[src/rtl/conv_pkg.sv]
// Shared definitions for the convolution job dispatcher.
//   ADDR_W  : default width of each X/Y/Z job operand
//   JOB_W   : width of one packed {X, Y, Z} job as stored in the FIFO
//   state_t : dispatcher FSM encoding
package conv_pkg;

    localparam int ADDR_W = 7;
    localparam int JOB_W  = 3 * ADDR_W;

    typedef enum logic [1:0] {
        ST_IDLE  = 2'd0,
        ST_START = 2'd1,
        ST_WAIT  = 2'd2,
        ST_DRAIN = 2'd3
    } state_t;

endpackage

[src/rtl/conv_job_fifo.sv]
// Synchronous job FIFO, DEPTH entries of WIDTH bits (DEPTH a power of two).
// Ports:
//   clk, rst      clock, synchronous active-low reset
//   push, wdata   write request and data (ignored while full)
//   pop, rdata    read request (ignored while empty); rdata shows the head
//   full, empty   occupancy flags
//   count         current occupancy, 0..DEPTH
module conv_job_fifo
    import conv_pkg::*;
#(
    parameter int WIDTH = JOB_W,
    parameter int DEPTH = 4
) (
    input  logic                     clk,
    input  logic                     rst,
    input  logic                     push,
    input  logic [WIDTH-1:0]         wdata,
    input  logic                     pop,
    output logic [WIDTH-1:0]         rdata,
    output logic                     full,
    output logic                     empty,
    output logic [$clog2(DEPTH):0]   count
);

    localparam int PW = $clog2(DEPTH);

    logic [WIDTH-1:0] mem [DEPTH];
    logic [PW-1:0]    wr_ptr;
    logic [PW-1:0]    rd_ptr;
    logic             do_push;
    logic             do_pop;

    assign full    = (count == (PW+1)'(DEPTH));
    assign empty   = (count == '0);
    assign do_push = push & ~full;
    assign do_pop  = pop & ~empty;
    assign rdata   = mem[rd_ptr];

    // Pointers wrap naturally because DEPTH is a power of two.
    always_ff @(posedge clk) begin
        if (!rst) begin
            wr_ptr <= '0;
            rd_ptr <= '0;
            count  <= '0;
        end else begin
            if (do_push) wr_ptr <= wr_ptr + 1'b1;
            if (do_pop)  rd_ptr <= rd_ptr + 1'b1;
            case ({do_push, do_pop})
                2'b10:   count <= count + 1'b1;
                2'b01:   count <= count - 1'b1;
                default: count <= count;
            endcase
        end
    end

    // Storage carries no reset; only the pointers define validity.
    always_ff @(posedge clk) begin
        if (do_push) mem[wr_ptr] <= wdata;
    end

endmodule

[src/rtl/conv_job_dispatcher.sv]
// Initiator side of the convolution start/done handshake. Host jobs
// (X, Y, Z) are queued in a FIFO; each is issued to the core with a
// START_LEN-cycle start pulse, then the block waits for done (bounded by
// TIMEOUT) and for done to fall again before issuing the next job.
// Ports:
//   clk, rst                 clock, synchronous active-low reset
//   job_valid/job_ready      host job handshake, job_x/y/z operands
//   conv_start, conv_x/y/z   start and operands to the core
//   conv_done                level done from the core
//   busy, queue_count        activity / FIFO occupancy
//   jobs_done                retired-job counter (wraps)
//   timeout_err, clear_err   sticky timeout flag and its clear
module conv_job_dispatcher
    import conv_pkg::*;
#(
    parameter int ADDR_W    = conv_pkg::ADDR_W,
    parameter int DEPTH     = 4,
    parameter int START_LEN = 3,
    parameter int TIMEOUT   = 8000,
    parameter int CNT_W     = 8
) (
    input  logic                     clk,
    input  logic                     rst,
    input  logic                     job_valid,
    output logic                     job_ready,
    input  logic [ADDR_W-1:0]        job_x,
    input  logic [ADDR_W-1:0]        job_y,
    input  logic [ADDR_W-1:0]        job_z,
    output logic                     conv_start,
    output logic [ADDR_W-1:0]        conv_x,
    output logic [ADDR_W-1:0]        conv_y,
    output logic [ADDR_W-1:0]        conv_z,
    input  logic                     conv_done,
    output logic                     busy,
    output logic [$clog2(DEPTH):0]   queue_count,
    output logic [CNT_W-1:0]         jobs_done,
    output logic                     timeout_err,
    input  logic                     clear_err
);

    localparam int JW = 3 * ADDR_W;
    localparam int SW = (START_LEN > 1) ? $clog2(START_LEN) : 1;
    localparam int TW = (TIMEOUT > 1) ? $clog2(TIMEOUT) : 1;
    localparam logic [SW-1:0] START_LAST = SW'(START_LEN - 1);
    localparam logic [TW-1:0] TO_LAST    = TW'(TIMEOUT - 1);

    state_t          state;
    state_t          state_nx;
    logic [SW-1:0]   scnt;
    logic [TW-1:0]   tcnt;
    logic            fifo_full;
    logic            fifo_empty;
    logic            pop;
    logic            done_hit;
    logic            to_hit;
    logic [JW-1:0]   head;

    // Ready comes from the pre-pop count: a full FIFO never accepts,
    // even in a cycle where the FSM pops.
    assign job_ready  = ~fifo_full;
    assign conv_start = (state == ST_START);
    assign busy       = (state != ST_IDLE) | ~fifo_empty;

    conv_job_fifo #(
        .WIDTH (JW),
        .DEPTH (DEPTH)
    ) u_fifo (
        .clk   (clk),
        .rst   (rst),
        .push  (job_valid & job_ready),
        .wdata ({job_x, job_y, job_z}),
        .pop   (pop),
        .rdata (head),
        .full  (fifo_full),
        .empty (fifo_empty),
        .count (queue_count)
    );

    always_comb begin
        state_nx = state;
        pop      = 1'b0;
        done_hit = 1'b0;
        to_hit   = 1'b0;
        case (state)
            ST_IDLE: begin
                if (!fifo_empty) begin
                    pop      = 1'b1;
                    state_nx = ST_START;
                end
            end
            ST_START: begin
                if (scnt == START_LAST) state_nx = ST_WAIT;
            end
            ST_WAIT: begin
                // done takes priority over a timeout in the same cycle
                if (conv_done) begin
                    done_hit = 1'b1;
                    state_nx = ST_DRAIN;
                end else if (tcnt == TO_LAST) begin
                    to_hit   = 1'b1;
                    state_nx = ST_DRAIN;
                end
            end
            ST_DRAIN: begin
                // a level-held done must fall before the next job starts
                if (!conv_done) state_nx = ST_IDLE;
            end
            default: state_nx = ST_IDLE;
        endcase
    end

    always_ff @(posedge clk) begin
        if (!rst) begin
            state       <= ST_IDLE;
            scnt        <= '0;
            tcnt        <= '0;
            conv_x      <= '0;
            conv_y      <= '0;
            conv_z      <= '0;
            jobs_done   <= '0;
            timeout_err <= 1'b0;
        end else begin
            state <= state_nx;
            if (pop) {conv_x, conv_y, conv_z} <= head;
            // counters run only in their own state and restart from zero
            scnt <= (state == ST_START) ? scnt + 1'b1 : '0;
            tcnt <= (state == ST_WAIT)  ? tcnt + 1'b1 : '0;
            if (done_hit) jobs_done <= jobs_done + 1'b1;
            if (to_hit)
                timeout_err <= 1'b1;
            else if (clear_err)
                timeout_err <= 1'b0;
        end
    end

endmodule

[config.mk]
export PLATFORM = sky130hd
export DESIGN_NAME = conv_job_dispatcher
export DESIGN_NICKNAME = d
export VERILOG_FILES = /design/src/rtl/conv_pkg.sv /design/src/rtl/conv_job_fifo.sv /design/src/rtl/conv_job_dispatcher.sv
export SDC_FILE = /design/constraint.sdc
export NUM_CORES = 1
export LEC_CHECK = 0
export ABC_AREA = 0
export CORE_UTILIZATION = 55
export DETAILED_ROUTE_END_ITERATION = 10
export PLACE_DENSITY = 0.79
export SYNTH_ARGS = -nofsm -noshare
export SYNTH_HDL_FRONTEND = slang
export SYNTH_SLANG_ARGS = --single-unit
[constraint.sdc]
create_clock -name clk -period 4.7 [get_ports clk]
set_clock_uncertainty 0.05 [all_clocks]
set_input_delay 0.94 -clock clk [delete_from_list [all_inputs] [get_ports clk]]
set_output_delay 0.94 -clock clk [all_outputs]
set_load 0.005 [all_outputs]
==> impl_metrics.csv <==
group,metric,value,unit
sta,rsz0062_at_grt,"false",
cells_and_area,multi_input_area,1600,µm²
yosys,post-synth-top-count-cell,"edfxtp_1",
yosys,synth-seq-area-share,67.8,%
sta,hold_viol,0,
sta,post-route-period-util,65.1,%
route,drc,0,
cells_and_area,layout.nets,488,
route,wl_per_cell,16.5,µm
yosys,syn_area,5310,µm²
yosys,synth_common_cells,"edfxtp_1, nand2_1, dfxtp_1",
clocking,clk_path_buf_depth,2,
yosys,synth_top_area_cell,"edfxtp_1",
placement,gp_congestion,0.715,
clocking,cts_num_sinks,138,
cells_and_area,nFillCells,647,
yosys,yosysUniqueCellTypes,32,
global_route,grt_pass1_wl,15.6,mm
yosys,syn_inst,380,
route,via_per_inst,5.30,
clocking,cts_made_buffers,17,
floorplan,die_h,100,µm
sta,setup_ws,1.64,ns
clocking,cts_root_buf,"clkbuf_8",
floorplan,io_pins,62,
placement,dp_slack,1.68,ns
clocking,clk_latency,0.51,ns
clocking,cts_max_level,4,
clocking,cts_resized,0,
global_route,grt_usage,21.3,%
placement,portBuffers,61,
route,drt_iter0_markers,187,
global_route,antenna_found_initial,0,
clocking,cts_tree,"done",
placement,dp_cells,558,
sta,slew_violations,0,
floorplan,die_w,100,µm
floorplan,die_area,10100,µm²
setup_path,cp-start-kind,"flop",
yosys,async_flop_share,0,%
cells_and_area,ff_latch_area,3600,µm²
global_route,overflow,0,
power_and_ir_drop,vdd_ir_drop_max,0.465,mV
route,finalWirelength,9.72,mm
sta,period_needed,3.06,ns
power_and_ir_drop,power.leakage,0.00223,µW
cells_and_area,stdcell_count,590,
route,via_count,3128,
yosys,synthFlopType,"edfxtp_1",
route,drtPass1Iterations,5,
sta,slew_headroom,26.3,%
clocking,cts.clk_slew.worst_paths,0.06,ns
route,postRouteAntennaNets,0,
sta,setup_viol_count_final,0,
clocking,ctsHoldBuffers,0,
setup_path,end_kind,"flop",
setup_path,crit_arrival,3.44,ns
clocking,post_cts_buffers,0,
sta,max_freq,327,MHz
sta,worst_pin_slew,1.11,ns
yosys,synth_edf_count,84,
global_route,grt_max_degree,25,
global_route,grt_pass1_vias,3146,
yosys,synth_nets,420,
setup_path,critPathKind,"flop to flop",
flow_run,max_cap_violations,0,
sta,hold_ws,0.376,ns
cells_and_area,area_delta_synth_final,24.3,%
min_path,hold_class,"flop to flop",
cells_and_area,diodes,0,
setup_path,required,5.08,ns
yosys,netlist.area_leader.share,47.5,%
status,status,"finished, final reports clean",
sta,fin_tns_setup,0,ns
yosys,synthTopCellsByArea,"edfxtp_1, dfxtp_1, mux4_2, nand2_1, ha_1",
placement,place_hpwl,5.93,mm
floorplan,start_util,57.2,%
yosys,yosysWarnings,0,
yosys,synth.avg_cell_area,14.0,µm²
cells_and_area,drive_above_1_share,12.8,%
floorplan,core,9280,µm²
setup_path,path_max_fanout,24,
yosys,ys_seq_elements,138,
floorplan,rows,35,
power_and_ir_drop,power_per_cell_area,566,nW/µm²
power by group:
group / leakage (µW) / switching [µW] / internal [µW]
Clock: 0.000258 / 524 / 713
Combinational: 0.000757 / 416 / 447
Sequential: 0.00121 / 142 / 1500
Total: 0.00223 / 1080 / 2660
cells in the final DEF (no fill, tap or decap), types with 2 or more instances in the layout:
master and instances:
xnor2_1 9, clkinvlp_4 5, nand3_1 6, nor3_1 2
and3_1 7, dfxtp_1 53, edfxtp_1 84, inv_6 3
clkinv_4 2, nand4_1 6, clkbuf_16 16, ha_1 13
mux4_2 21, inv_8 2, buf_4 2, nor2b_1 2
a21oi_1 29, nand2_1 56, o21ai_0 3, xor2_1 12
nor4_1 4, inv_1 13, nand2b_1 3, or3_1 5
nor2_1 26, or3b_1 2, clkdlybuf4s50_1 61
registers in the layout, indices dropped and copies added, names as in the netlist:
signal and count:
timeout_err 1, u_fifo.wr_ptr 2, state 2, scnt 2, tcnt 13, conv_x 7, conv_y 7, u_fifo.mem 84
jobs_done 8, u_fifo.count 3, conv_z 7, u_fifo.rd_ptr 2
path summary, 6_finish.rpt:
path | start | endpoint | slack, ns | cells past startpoint
max | state[0] | u_fifo.count[2] | 1.64 | 11
min | scnt[0] | scnt[0] | 0.38 | 1
max reg2reg | state[0] | u_fifo.count[2] | 1.64 | 11
min reg2reg | scnt[0] | scnt[0] | 0.38 | 1
final cells by class:
type / instances / share of cell area, %
multi-input cells: 215 / 24.3
well taps: 129 / 2.45
clock inverters: 14 / 2.10
inverters: 13 / 0.739
clock buffers: 18 / 6.33
repair buffers: 63 / 9.48
flip-flops and latches: 138 / 54.6
worst max-delay path, stage by stage (launching register included):
cell and delay [ns]:
dfxtp_1 0.33, inv_1 0.13, ha_1 0.21, nand2b_1 0.07, buf_4 0.22, inv_1 0.61
ha_1 0.31, inv_1 0.06, fa_1 0.37, xor2_1 0.16, or3_1 0.31, a21oi_1 0.14
metrics by stage:
stage,total power (µW),utilization [%],cell area [µm²]
floorplan,2130,-,5310
global placement,2490,65.1,6040
detailed placement,2520,65.1,6040
CTS,3770,71.1,6600
global route,3940,71.1,6600
finish,3740,71.1,6600
logic make-up after synthesis:
family                   count (synthesis)  synth area share [%]
flip-flops                             138                  67.8
AND/OR/NAND/NOR                        124                  10.9
AO/OA/AOI/OAI                           35                  3.51
buffers and inverters                   27                  1.98
XOR/XNOR                                21                  3.46
multiplexers                            21                  8.90
adder cells (fa/ha/maj)                 14                  3.44
routing by layer:
layer	track usage, %	vias up	part of all wire, %
li1	-	1513	-
met1	26.5	1523	43
met2	35.9	86	53
met3	6.48	6	3.7
met4	6.80	0	0.67
met5	0	-	0
No activity file was read; power rests on OpenSTA's default activity.
